$ cat src/rtl/irq_ctrl.sv
// rtl/irq_ctrl.sv - interrupt controller with latched/level capture, mask, timer and entry handshake
module irq_ctrl #(
    parameter int          NUM_IRQ     = 32,
    parameter logic [31:0] MASKED_IRQ  = 32'h0000_0000,
    parameter logic [31:0] LATCHED_IRQ = 32'hffff_ffff,
    parameter bit          TIMER_EN    = 1'b1,
    parameter int          TIMER_WIDTH = 32,
    parameter bit          PRIO_MODE   = 1'b0,
    parameter logic [31:0] VEC_BASE    = 32'h0000_0010,
    parameter int          VEC_STRIDE  = 16
) (
    input  logic                   clk,
    input  logic                   resetn,
    input  logic [NUM_IRQ-1:0]     irq,
    input  logic                   boundary,
    output logic                   irq_req,
    input  logic                   irq_ack,
    output logic [31:0]            irq_vector,
    output logic                   save_pc_we,
    output logic                   save_pend_we,
    output logic [NUM_IRQ-1:0]     save_pend_data,
    input  logic                   retirq,
    input  logic                   maskirq_we,
    input  logic [NUM_IRQ-1:0]     maskirq_wdata,
    output logic [NUM_IRQ-1:0]     mask_rdata,
    input  logic                   timer_we,
    input  logic [TIMER_WIDTH-1:0] timer_wdata,
    output logic [TIMER_WIDTH-1:0] timer_rdata,
    output logic [NUM_IRQ-1:0]     eoi,
    output logic                   irq_active
);

    localparam logic [NUM_IRQ-1:0] LATCH_M   = LATCHED_IRQ[NUM_IRQ-1:0];
    localparam logic [NUM_IRQ-1:0] FORCE_OFF = MASKED_IRQ[NUM_IRQ-1:0];

    typedef enum logic [2:0] {
        S_IDLE,
        S_REQ,
        S_SAVE_PC,
        S_SAVE_PEND,
        S_ACTIVE
    } state_t;

    state_t                 state;
    state_t                 state_next;
    logic [NUM_IRQ-1:0]     pending;
    logic [NUM_IRQ-1:0]     mask;
    logic [NUM_IRQ-1:0]     sel_cap;
    logic [NUM_IRQ-1:0]     eoi_q;
    logic [NUM_IRQ-1:0]     enabled;
    logic [NUM_IRQ-1:0]     sel;
    logic [NUM_IRQ-1:0]     clr;
    logic [NUM_IRQ-1:0]     pend_next;
    logic [TIMER_WIDTH-1:0] timer;
    logic                   timer_fire;
    logic                   delay;
    logic [4:0]             sel_idx;

    always_comb begin
        enabled = pending & ~mask;
        sel_idx = '0;
        for (int i = NUM_IRQ - 1; i >= 0; i--) begin
            if (enabled[i]) sel_idx = 5'(i);
        end
        // Two's-complement trick isolates the lowest enabled channel.
        sel = PRIO_MODE ? (enabled & (~enabled + NUM_IRQ'(1))) : enabled;
    end

    always_comb begin
        timer_fire = (TIMER_EN != 1'b0) && !timer_we && (timer == TIMER_WIDTH'(1));
        clr        = (state == S_SAVE_PEND) ? sel_cap : '0;
        // A new edge arriving in the dispatch cycle survives the clear.
        pend_next    = (LATCH_M & ((pending & ~clr) | irq)) | (~LATCH_M & irq);
        pend_next[0] = pend_next[0] | timer_fire;
        pend_next    = pend_next & ~FORCE_OFF;
    end

    always_comb begin
        state_next = state;
        case (state)
            S_IDLE:      if (boundary && (|enabled) && !delay) state_next = S_REQ;
            S_REQ: begin
                if (!(|enabled))  state_next = S_IDLE;
                else if (irq_ack) state_next = S_SAVE_PC;
            end
            S_SAVE_PC:   state_next = S_SAVE_PEND;
            S_SAVE_PEND: state_next = S_ACTIVE;
            S_ACTIVE:    if (retirq) state_next = S_IDLE;
            default:     state_next = S_IDLE;
        endcase
    end

    always_ff @(posedge clk) begin
        if (!resetn) begin
            state   <= S_IDLE;
            pending <= '0;
            mask    <= '1;
            timer   <= '0;
            sel_cap <= '0;
            eoi_q   <= '0;
            delay   <= 1'b0;
        end else begin
            state   <= state_next;
            pending <= pend_next;
            delay   <= (state == S_ACTIVE) && retirq;
            if (maskirq_we) mask <= maskirq_wdata;
            if (TIMER_EN) begin
                if (timer_we)            timer <= timer_wdata;
                else if (timer != '0)    timer <= timer - TIMER_WIDTH'(1);
            end
            if (state == S_SAVE_PC) sel_cap <= sel;
            if (state == S_SAVE_PEND)                eoi_q <= sel_cap;
            else if ((state == S_ACTIVE) && retirq)  eoi_q <= '0;
        end
    end

    assign irq_req        = (state == S_REQ);
    assign irq_vector     = (state != S_REQ) ? 32'h0 :
                            PRIO_MODE ? (VEC_BASE + 32'(sel_idx) * 32'(VEC_STRIDE)) : VEC_BASE;
    assign save_pc_we     = (state == S_SAVE_PC);
    assign save_pend_we   = (state == S_SAVE_PEND);
    assign save_pend_data = (state == S_SAVE_PEND) ? sel_cap : '0;
    assign irq_active     = (state == S_ACTIVE);
    assign mask_rdata     = mask;
    assign timer_rdata    = timer;
    assign eoi            = eoi_q;

endmodule

$ cat config.mk
export PLATFORM = sky130hd
export DESIGN_NAME = irq_ctrl
export DESIGN_NICKNAME = d
export VERILOG_FILES = /design/src/rtl/irq_ctrl.sv
export SDC_FILE = /design/constraint.sdc
export NUM_CORES = 1
export LEC_CHECK = 0
export CORE_MARGIN = 4
export CORE_UTILIZATION = 40
export CTS_CLUSTER_DIAMETER = 30
export DETAILED_ROUTE_END_ITERATION = 8
export PLACE_DENSITY = 0.82
export RECOVER_POWER = 50
export SYNTH_ARGS = -nofsm -noshare
export SYNTH_HDL_FRONTEND = slang
export SYNTH_SLANG_ARGS = --single-unit
$ cat constraint.sdc
create_clock -name clk -period 2.3 [get_ports clk]
set_input_delay 0.345 -clock clk [delete_from_list [all_inputs] [get_ports clk]]
set_output_delay 0.345 -clock clk [all_outputs]
set_load 0.05 [all_outputs]
# Word level (Yosys, flattened, before mapping)
# Cells that the tools add are included.
[totals]
reg_bits = 164
latchBits = 0
mem_bits_rw = 0
romBits = 0
inputBits = 103
out_inout_bits = 164
word_cells = 46
n_memories = 0
[classes]
addsub = 1
multipliers = 0
div = 0
magnitude_cmp = 0
eq_ne = 9
shifts = 0
n_mux = 11
n_bitwise = 6
reduce_logical = 12
[ops]
columns = ["operator", "n"]
rows = [
  ["2-to-1 mux 32 bit", 5],
  ["AND 32 bit", 2],
  ["inverter 32 bit", 2],
  ["== test 32 x 1 -> 1 bit, second input constant", 1],
  ["bitwise OR 32 bit", 1],
  ["nonzero test 32 bit", 1],
  ["OR reduction 32 bit", 1],
  ["subtractor 32 x 1 -> 32 bit, second input constant", 1],
  ["case mux 3 bit (5 select lines)", 1],
  ["2-to-1 mux 3 bit", 4],
  ["== test 3 x 2 -> 1 bit, second input constant", 2],
  ["2-to-1 mux 5 bit", 1],
  ["logical AND 1 bit", 4],
  ["!= test 2 bit, second input constant", 2],
  ["nonzero test 2 bit", 2],
  ["== test 3 x 1 -> 1 bit, second input constant", 1],
  ["== test 3 bit, second input constant", 1],
  ["logical NOT 3 bit", 1],
  ["!= test 3 x 1 -> 1 bit, second input constant", 1],
  ["!= test 3 bit, second input constant", 1],
  ["AND reduction 3 bit", 1],
  ["logical NOT 1 bit", 2],
  ["bitwise OR 1 bit", 1],
]

# Logic depth before layout (Yosys ltp)
# Gate-level depths: netlist of the first run.
[depth]
ltp_word = 7
depth_mapped = 8
ltp_nobuf = 7

# Worst setup path before layout of the first run
# OpenSTA, ideal clock, no wires.
[synth_path]
path_kind = "reg2reg"
from = "register timer[24], in the netlist timer_rdata[24]"
to = "register timer[2], in the netlist timer_rdata[2]"
setup_time_ns = 0.119
t_arrival_ns = 2.647
path_slack_ns = -0.465
stages_incl_launch_ff = 8
path_buffers = 2
period_less_slack_ns = 2.765
path_cell_list = "dfxtp_1 > or4_4 > or4_1 > buf_2 > or4_4 > buf_6 > and3_1 > o221a_1"
[synth_between]
elab_chain_len = 2
[synth_rtl]
columns = ["item", "line_no", "text"]
rows = [
  ["start: declaration", "54", "logic [TIMER_WIDTH-1:0] timer;"],
  ["start signal: assignment", "108", "if (timer_we) timer <= timer_wdata;"],
  ["start signal: assignment", "109", "else if (timer != '0) timer <= timer - TIMER_WIDTH'(1);"],
  ["nonzero test 32 bit", "109", ""],
  ["nonzero test 2 bit (no source line)", "--", ""],
]
# Every way passes these cells.
# A chain may end at the register's enable or synchronous reset.

# Worst setup path in the final report of the first run
[layout_path]
from = "register timer[25], in the netlist timer_rdata[25]"
to = "register timer[2], in the netlist timer_rdata[2]"
# The elaborated chain is that of the path after synthesis.

==> reports/metrics.yaml, run 1 <==
critical_path:
  cp-end-kind: "register"
  crit_fanout: 4
  crit_top_cell: "or4_4"
  cp.buffers_inverters: 0
  path_class: "reg2reg"
  worstPathCellList: "or4_4 -> or4_4 -> or4_4 -> and3_4 -> o221a_1"
  slowest_stage: "or4_4"
  cpPeakStageDelay_ns: 0.52
  crit_family: "simple AND/OR/NAND/NOR gates"
  cp.arrival_ns: 2.65
  critPathRequiredTime_ns: 2.61
  cp-start-kind: "register"
yosys:
  synth-edff-count: 0
  yosys.area_share.simple: 0.231
  yosys-top-cells-area: "dfxtp_1 47%, nand2_1 8.9%, a21oi_1 7.7%"
  synth_compound_area_frac: 0.139
  ys_ff_latch: 164
  synth_cell_types: 52
  synth_top_family_by_area: "simple AND/OR/NAND/NOR gates"
  yosysWarnings: 0
  avgSynthCellArea_um2: 8.18
  ys.flop_type: "dfxtp_1"
  synth_area_leader_cell: "dfxtp_1"
  ys_top_cells_by_count: "164 x dfxtp_1, 164 x nand2_1, 106 x a21oi_1, 58 x nor2_1, 42 x clkbuf_1"
  synthXorXnorAreaFrac: 0.0190
  yosys-mux-area-fraction: 0.0477
  syn_area_um2: 6920
  synth_top_area_share: 0.475
  ys_seq_area_frac: 0.475
  synth-adder-area-share: 0.00362
  async_flop_share: 0
  syn-instance-count: 846
final_layout:
  area_growth_syn_to_layout_pct: 54.2
  multi_input_area_um2: 3260
  fill_cells: 1388
  diodes: 0
  utilization: 0.636
  drive_above_1_share: 0.137
  final_nets: 1206
  regArea_um2: 3300
run_status:
  failed_checks: "setup timing"
  outcome: "finished, violations left"
global_route:
  gr-total-overflow: 0
  grt_pass1_vias: 6678
  grt_pass1_wl_mm: 34.3
  grt_max_degree: 54
  track_usage: 0.216
  antenna_found_initial: 0
sta:
  whs_ns: 0.315
  drv_slew: 0
  rsz0062_at_grt: "true"
  hold_viol: 0
  setup_viol_count_final: 2
  period_share: 1.02
  clock.fmax_mhz: 427
  slew_headroom: 0.217
  tightestPinTransition_ns: 1.17
  period_needed_ns: 2.34
  fin_skew_ns: 0.00811
  worst_slack_ns: -0.0417
drt:
  topRoutingLayerUsed: "met4"
  dr_wl_met3_mm: 1.51
  drt-met1-wl_mm: 9.10
  drt_first_iter_violations: 399
  drc: 0
  vias: 6823
  met2WireLength_mm: 10.8
  drt-total-wl_mm: 22.0
  avgViaCountPerCell: 5.12
  ant_nets: 0
  first_pass_iters: 5
  wl_per_cell_um: 16.5
power:
  power.density_nw_per_um2: 705
  vdd_ir_drop_max_v: 0.000497
  p_total_uw: 7520
  leakagePower_uw: 0.00440
clocking:
  h-tree-depth: 4
  cts-buffers-inserted: 17
  clk_latency_ns: 0.42
  cts_sinks: 164
  clockBufferDepth: 2
  cts_tree: "done"
  root_buffer: "clkbuf_16"
  cts_hold_buf: 0
  clkTransAtPathRegs_ns: 0.07
placed_design:
  dp_hpwl_mm: 16.0
  io_buffers: 235
  gp_congestion: 0.903
die:
  dieHeight_um: 140
  core_um2: 16800
  initial_utilization: 0.413
  dieArea_um2: 19500
  die_w_um: 140
  io_pins: 267
  rows: 47
min_path:
  hold_path_class: "in2reg"
flow_run:
  cap_violations: 0
sequential cells by signal (all words and copies together) (netlist names):
| signal | flops |
|---|---|
| state | 3 |
| eoi | 32 |
| mask_rdata | 32 |
| delay | 1 |
| timer_rdata | 32 |
| pending | 32 |
| sel_cap | 32 |
final timing paths:
| kind | start | to | slack [ns] | cells past startpoint |
|---|---|---|---|---|
| hold / removal | resetn | mask_rdata[4] | 0.32 | 2 |
| setup / recovery | timer_rdata[25] | timer_rdata[2] | -0.04 | 5 |
| hold reg to reg | eoi[22] | eoi[22] | 0.45 | 2 |
| setup reg to reg | timer_rdata[25] | timer_rdata[2] | -0.04 | 5 |
layout by cell type (no fill, tap or decap), drive strengths merged, types with 3 or more instances in the layout:
master and n:
mux2i 33, nor3b 3, clkbuf 27, nand2b 6, conb 31, inv 43, nand2 164, a211oi 8
nor2b 28, clkdlybuf4s50 186, buf 82, nor2 58, or4 8, clkinv 4, xnor2 13, bufinv 4
nand3 21, a21oi 106, nor4 19, o21ai 18, nand4 8, o31a 3, dfxtp 164, or3 7
o211ai 7, nor3 8, o211a 3, dlygate4sd3 10, o31ai 5, a31oi 6, or2 3
through the flow:
stage	setup WS (ns)	instance area (µm²)	TNS, ns	instances
CTS	-0.0453	10700	-0.0728	1332
global placement	-0.0839	10000	-0.494	1301
global route	-0.0910	10700	-0.694	1333
finish	-0.0417	10700	-0.0507	1333
detailed placement	-0.121	10000	-0.721	1301
floorplan	-0.302	7080	-3.98	876
timing repair:
item	in CTS	in global routing
gates cloned	0	1
pin swaps	0	3
buffers inserted	0	0
gates resized for setup	10	12
endpoints found under the setup margin	19	25
hold endpoints to repair	0	0
power breakdown:
group          internal (µW)  switching (µW)
combinational            565             883
clock                   1850            1150
sequential              2970             107
cell families (layout without fill, tap and decap cells):
| family | after synthesis | count (layout) |
|---|---|---|
| AO/OA/AOI/OAI | 166 | 166 |
| XOR/XNOR | 15 | 15 |
| adder cells (fa/ha/maj) | 2 | 2 |
| buffers and inverters | 123 | 360 |
| flip-flops | 164 | 164 |
| multiplexers | 33 | 33 |
| other | 1 | 31 |
| AND/OR/NAND/NOR | 342 | 342 |
final cells by class:
type,instances,area share
clock buffers,20,0.0419
clock inverters,11,0.0163
multi-input cells,589,0.305
flip-flops and latches,164,0.309
well taps,220,0.0258
repair buffers,288,0.287
inverters,41,0.0145
routing by layer:
metal / vias up / GRT usage
met5: - / 0
met4: 0 / 0.0891
met3: 47 / 0.0539
met2: 264 / 0.375
met1: 3202 / 0.256
li1: 3310 / -
(Power assumes the default switching activity.)
==> inputs of run 2 (changes only) <==
--- a/config.mk
+++ b/config.mk
@@ -6,5 +6,5 @@
 export NUM_CORES = 1
 export LEC_CHECK = 0
-export CORE_MARGIN = 4
+export CORE_MARGIN = 3
 export CORE_UTILIZATION = 40
 export CTS_CLUSTER_DIAMETER = 30
@@ -12,4 +12,5 @@
 export PLACE_DENSITY = 0.82
 export RECOVER_POWER = 50
+export SLEW_MARGIN = 15
 export SYNTH_ARGS = -nofsm -noshare
 export SYNTH_HDL_FRONTEND = slang
==> constraint.sdc (replaced) <==
create_clock -name clk -period 2.3 [get_ports clk]
set_input_delay 0.46 -clock clk [delete_from_list [all_inputs] [get_ports clk]]
set_output_delay 0.46 -clock clk [all_outputs]
set_load 0.05 [all_outputs]
==> run 2 against run 1 <==
  * The run still ends with setup timing left
  * Combinational power about the same
  * Clock power decreased by 6%
  * Power decreased by 2.6%
  * Clock skew decreased by 0.0019 ns
  * Critical path type unchanged
  * Largest power group unchanged
==> reports/metrics.yaml, run 2 (synthesis results as in run 1) <==
sta:
  slew_headroom: 0.216  # -0.00124
  fin_skew_ns: 0.00622  # -0.00189 ns
  clock.fmax_mhz: 425  # -0.51%
  setup_tns_ns: -0.0658  # -0.0151 ns
  worst_slack_ns: -0.0537  # -0.0120 ns
  whs_ns: 0.450  # +0.135 ns
  drv_slew: 0  # unchanged
  period_needed_ns: 2.35  # +0.0120 ns
  rsz0062_at_grt: "true"
  hold_viol: 0  # unchanged
  tightestPinTransition_ns: 1.18  # +0.00186 ns
  setup_viol_count_final: 4  # +2
  period_share: 1.02  # +0.00522
die:
  core_um2: 16800  # unchanged
  io_pins: 267  # unchanged
  dieArea_um2: 18900  # -2.8%
  dieHeight_um: 138  # -1.4%
  die_w_um: 138  # -1.4%
  initial_utilization: 0.413  # unchanged
  rows: 47  # unchanged
drt:
  ant_nets: 0  # unchanged
  vias: 6784  # -0.57%
  avgViaCountPerCell: 5.07  # -0.94%
  wl_per_cell_um: 16.0  # -3.1%
  drt_first_iter_violations: 351  # -12%
  drc: 0  # unchanged
  first_pass_iters: 4  # -1
  drt-total-wl_mm: 21.4  # -2.7%
final_layout:
  fill_cells: 1364  # -1.7%
  drive_above_1_share: 0.140  # +0.00207
  final_cell_mix: "190 x clkdlybuf4s50_1, 164 x nand2_1, 154 x dfxtp_1"
  regArea_um2: 3300  # unchanged
  area_growth_syn_to_layout_pct: 53.7
  utilization: 0.634  # -0.00202
  multi_input_area_um2: 3230  # -0.81%
  final_nets: 1210  # +0.33%
  final_common_cell: "clkdlybuf4s50_1"
  diodes: 0  # unchanged
clocking:
  cts_hold_buf: 0  # unchanged
  h-tree-depth: 4  # unchanged
  clockBufferDepth: 2  # unchanged
  clk_latency_ns: 0.42  # about the same
  root_buffer: "clkbuf_16"
  clkTransAtPathRegs_ns: 0.07  # about the same
  cts_sinks: 164  # unchanged
  cts_tree: "done"
  cts-buffers-inserted: 17  # unchanged
critical_path:
  critPathRequiredTime_ns: 2.61  # about the same
  cp-end-kind: "register"
  ff2ff_path_depth: 5  # unchanged
  crit_end: "timer_rdata[2]"
  reg2reg_from: "timer_rdata[25]"
  path_class: "reg2reg"
  cp.arrival_ns: 2.67  # +0.02 ns
  cp-start-kind: "register"
  worstSetupStartpoint: "timer_rdata[25]"
  cpPeakStageDelay_ns: 0.53  # about the same
  slowest_stage: "or4_4"
  crit_top_cell: "or4_4"
  r2r_slack_ns: -0.05  # about the same
  worstPathCellList: "or4_4 -> or4_4 -> or4_4 -> and3_4 -> o221a_1"
  worstReg2RegEnd: "timer_rdata[2]"
  crit_fanout: 4  # unchanged
power:
  vdd_ir_drop_max_v: 0.000505  # +1.5%
  power.density_nw_per_um2: 689  # -2.3%
  leakagePower_uw: 0.00437  # -0.57%
global_route:
  grt_max_degree: 65  # +20%
  track_usage: 0.220  # +0.00308
  gr-total-overflow: 0  # unchanged
  grt_pass1_vias: 6501  # -2.7%
  antenna_found_initial: 0  # unchanged
  grt_pass1_wl_mm: 33.0  # -3.7%
run_status:
  failed_checks: "setup timing"
  outcome: "finished, violations left"
placed_design:
  io_buffers: 235  # unchanged
  dp_hpwl_mm: 15.5  # -3.3%
  dpl_worst_slack_ns: -0.0802  # +0.0410 ns
  gp_congestion: 0.874  # -3.1%
min_path:
  hold_path_class: "reg2reg"
flow_run:
  cap_violations: 0  # unchanged
run 2: routing by layer:
metal | GRT usage | part of all wire | up-vias
li1 | - | - | 3323
met1 | 0.273 | 0.42 | 3203
met2 | 0.374 | 0.50 | 222
met3 | 0.0471 | 0.057 | 36
met4 | 0.0798 | 0.024 | 0
met5 | 0 | 0 | -
run 2: through the flow:
stage	power, µW	area (µm²)	instances
CTS	7380	10600	1333
detailed placement	4570	10000	1301
floorplan	4030	7090	876
global route	7600	10600	1338
finish	7330	10600	1338
global placement	4540	10000	1301
run 2: layout make-up:
cell class / instances / area share
flip-flops and latches: 164 / 0.310
clock inverters: 11 / 0.0108
well taps: 220 / 0.0259
clock buffers: 21 / 0.0442
inverters: 41 / 0.0146
repair buffers: 292 / 0.290
multi-input cells: 589 / 0.304
run 2: worst max-delay path: cells and delay by family, from the launching register on:
kind	cells	cell delay (ns)
AOI/OAI and AO/OA	1	0.21
DFF	1	0.34
and+or+nand+nor	4	1.71
run 2: power by group:
part           total (µW)  internal, µW  switching [µW]
logic                1450           568             877
registers            3080          2970             107
clock network        2810          1600            1200
total                7330          5140            2180
run 2: timing repair:
action	in CTS	in global routing
buffers inserted	0	5
endpoints found under the setup margin	17	34
resized for setup	7	6
pin swaps	1	3
run 2: how the worst min path moves through the flow:
stage                        endpoint  slack (ns)         from  depth (start not counted)
after CTS                     eoi[21]        0.45      eoi[21]                          2
after global routing      sel_cap[21]        0.47  sel_cap[21]                          2
after floorplan            sel_cap[0]        0.44   sel_cap[0]                          2
final                         eoi[26]        0.45      eoi[26]                          2
after detailed placement      eoi[21]        0.45      eoi[21]                          2
after global placement        eoi[21]        0.44      eoi[21]                          2
==> inputs of run 3 (changes only) <==
- REMOVE_ABC_BUFFERS: not set -> 1
==> run 3 against run 2 <==
  * The flow still finishes with violations (setup timing)
  * First-iteration DRC count grew 15%
  * Sequential power barely moved
  * Global-route usage up 1.8 points
  * Final cell count down 0.45%
  * Largest power group unchanged
==> reports/metrics.yaml, run 3 (synthesis results as in run 1) <==
run_status:
  outcome: "finished, violations left"
  failed_checks: "setup timing"
sta:
  slew_headroom: 0.310  # +0.0945
  whs_ns: 0.387  # -0.0636 ns
  period_share: 1.01  # -0.00972
  worst_slack_ns: -0.0314  # +0.0223 ns
  hold_viol: 0  # unchanged
  setup_viol_count_final: 2  # -2
  rsz0062_at_grt: "true"
  tightestPinTransition_ns: 1.03  # -0.142 ns
  fin_skew_ns: 0.0133  # +0.00708 ns
  drv_slew: 0  # unchanged
  clock.fmax_mhz: 429  # +0.96%
  period_needed_ns: 2.33  # -0.0223 ns
final_layout:
  final_cell_mix: "190 x clkdlybuf4s50_1, 164 x nand2_1, 164 x dfxtp_1"
  drive_above_1_share: 0.124  # -0.0154
  fill_cells: 1384  # +1.5%
  final_common_cell: "clkdlybuf4s50_1"
  diodes: 0  # unchanged
  area_growth_syn_to_layout_pct: 53.7  # unchanged
  utilization: 0.634  # unchanged
  final_nets: 1205  # -0.41%
min_path:
  hold_end: "timer_rdata[3]"
  holdPathStages: 3  # +1
  hold_path_class: "in2reg"
  hp-start: "resetn"
global_route:
  grt_pass1_vias: 6765  # +4.1%
  antenna_found_initial: 0  # unchanged
  grt_max_degree: 65  # unchanged
  gr-total-overflow: 0  # unchanged
  track_usage: 0.237  # +0.0179
  grt_pass1_wl_mm: 35.0  # +5.9%
flow_run:
  cap_violations: 0  # unchanged
critical_path:
  crit_fanout: 3  # -1
  r2r_slack_ns: -0.03  # +0.02 ns
  cp-start-kind: "register"
  critPathRequiredTime_ns: 2.61  # about the same
  path_class: "reg2reg"
  cp-end-kind: "register"
  reg2reg_from: "timer_rdata[24]"
  ff2ff_path_depth: 5  # unchanged
  cp.arrival_ns: 2.64  # -0.03 ns
  worstReg2RegEnd: "timer_rdata[2]"
power:
  vdd_ir_drop_max_v: 0.000492  # -2.5%
  p_total_uw: 7590  # +3.5%
  leakagePower_uw: 0.00437  # about the same
  power.density_nw_per_um2: 714  # +3.5%
drt:
  first_pass_iters: 5  # +1
  drc: 0  # unchanged
  drt-total-wl_mm: 23.1  # +7.8%
  ant_nets: 0  # unchanged
  vias: 6926  # +2.1%
  avgViaCountPerCell: 5.20  # +2.6%
  drt_first_iter_violations: 404  # +15%
  wl_per_cell_um: 17.4  # +8.3%
placed_design:
  gp_congestion: 0.960  # +9.8%
  dp_hpwl_mm: 16.5  # +6.3%
  dpl_worst_slack_ns: -0.0390  # +0.0412 ns
  io_buffers: 235  # unchanged
clocking:
  h-tree-depth: 4  # unchanged
  clk_latency_ns: 0.43  # about the same
  post-cts-setup-buffers: 0  # unchanged
  clockBufferDepth: 2  # unchanged
  clkTransAtPathRegs_ns: 0.07  # about the same
  cts_tree: "done"
  root_buffer: "clkbuf_16"
  cts-buffers-inserted: 17  # unchanged
  cts_sinks: 164  # unchanged
die:
  dieHeight_um: 138  # unchanged
  core_um2: 16800  # unchanged
  initial_utilization: 0.413  # unchanged
  io_pins: 267  # unchanged
  die_w_um: 138  # unchanged
  dieArea_um2: 18900  # unchanged
  rows: 47  # unchanged
[run 3: changes by cell type in the layout (fill, tap and decap cells not counted), sizes merged]
| cell | previous run | this run |
|---|---|---|
| buf | 89 | 78 |
| bufinv | 1 | 4 |
| clkbuf | 27 | 30 |
| clkinv | 2 | 5 |
| inv | 46 | 44 |
| clkinvlp | 3 | 2 |
| dlymetal6s2s | 1 | 0 |
[run 3: worst max-delay path, cell delays in order, from the launching register on]
cell     delay (ns)
dfxtp_1        0.32
or4_4          0.54
or4_4          0.44
or4_4          0.52
and3_4         0.20
o221a_1        0.21
[run 3: how the worst max path moves through the flow]
stage | from | to | cells after the start | slack (ns)
2_1_floorplan | state[0] | state[0] | 3 | -1.18
3_3_place_gp | timer_rdata[24] | timer_rdata[2] | 5 | -0.003
3_5_place_dp | timer_rdata[24] | timer_rdata[2] | 5 | -0.04
4_1_cts | timer_rdata[24] | timer_rdata[2] | 5 | -0.02
5_1_grt | timer_rdata[24] | timer_rdata[2] | 5 | -0.07
6_report | timer_rdata[24] | timer_rdata[2] | 5 | -0.03
[run 3: final cells by class]
cell class	count	area (µm²)	share of cell area
repair buffers	287	3060	0.288
clock buffers	17	425	0.0400
flip-flops and latches	164	3280	0.309
multi-input cells	589	3230	0.303
inverters	41	155	0.0146
clock inverters	14	203	0.0191
well taps	220	275	0.0259
[run 3: layer usage]
metal  vias to the layer above  GRT usage  wire length (µm)
met3                        51     0.0829              2430
met2                       332      0.402             11000
met1                      3238      0.276              9090
li1                       3305          -                 -
met4                         0     0.0870               606
met5                         -          0                 0
[run 3: metrics by stage]
step,TNS (ns),cell area [µm²],cells
after CTS,-0.0313,10700,1331
after detailed placement,-0.0664,10000,1300
after global placement,-0.00329,10000,1300
final,-0.0534,10600,1332
after floorplan,-40.47,6600,794
after global routing,-0.614,10600,1332
[run 3: timing repair]
action	CTS	global route
resized for setup	5	6
gates cloned	0	1
pin swaps	0	4
endpoints found under the setup margin	9	25
hold buffers	0	0
[run 3: power by group]
group | total [µW] | internal, µW | switching, µW
combinational | 1480 | 569 | 909
clock | 3040 | 1830 | 1210
sequential | 3070 | 2970 | 102
total | 7590 | 5370 | 2220
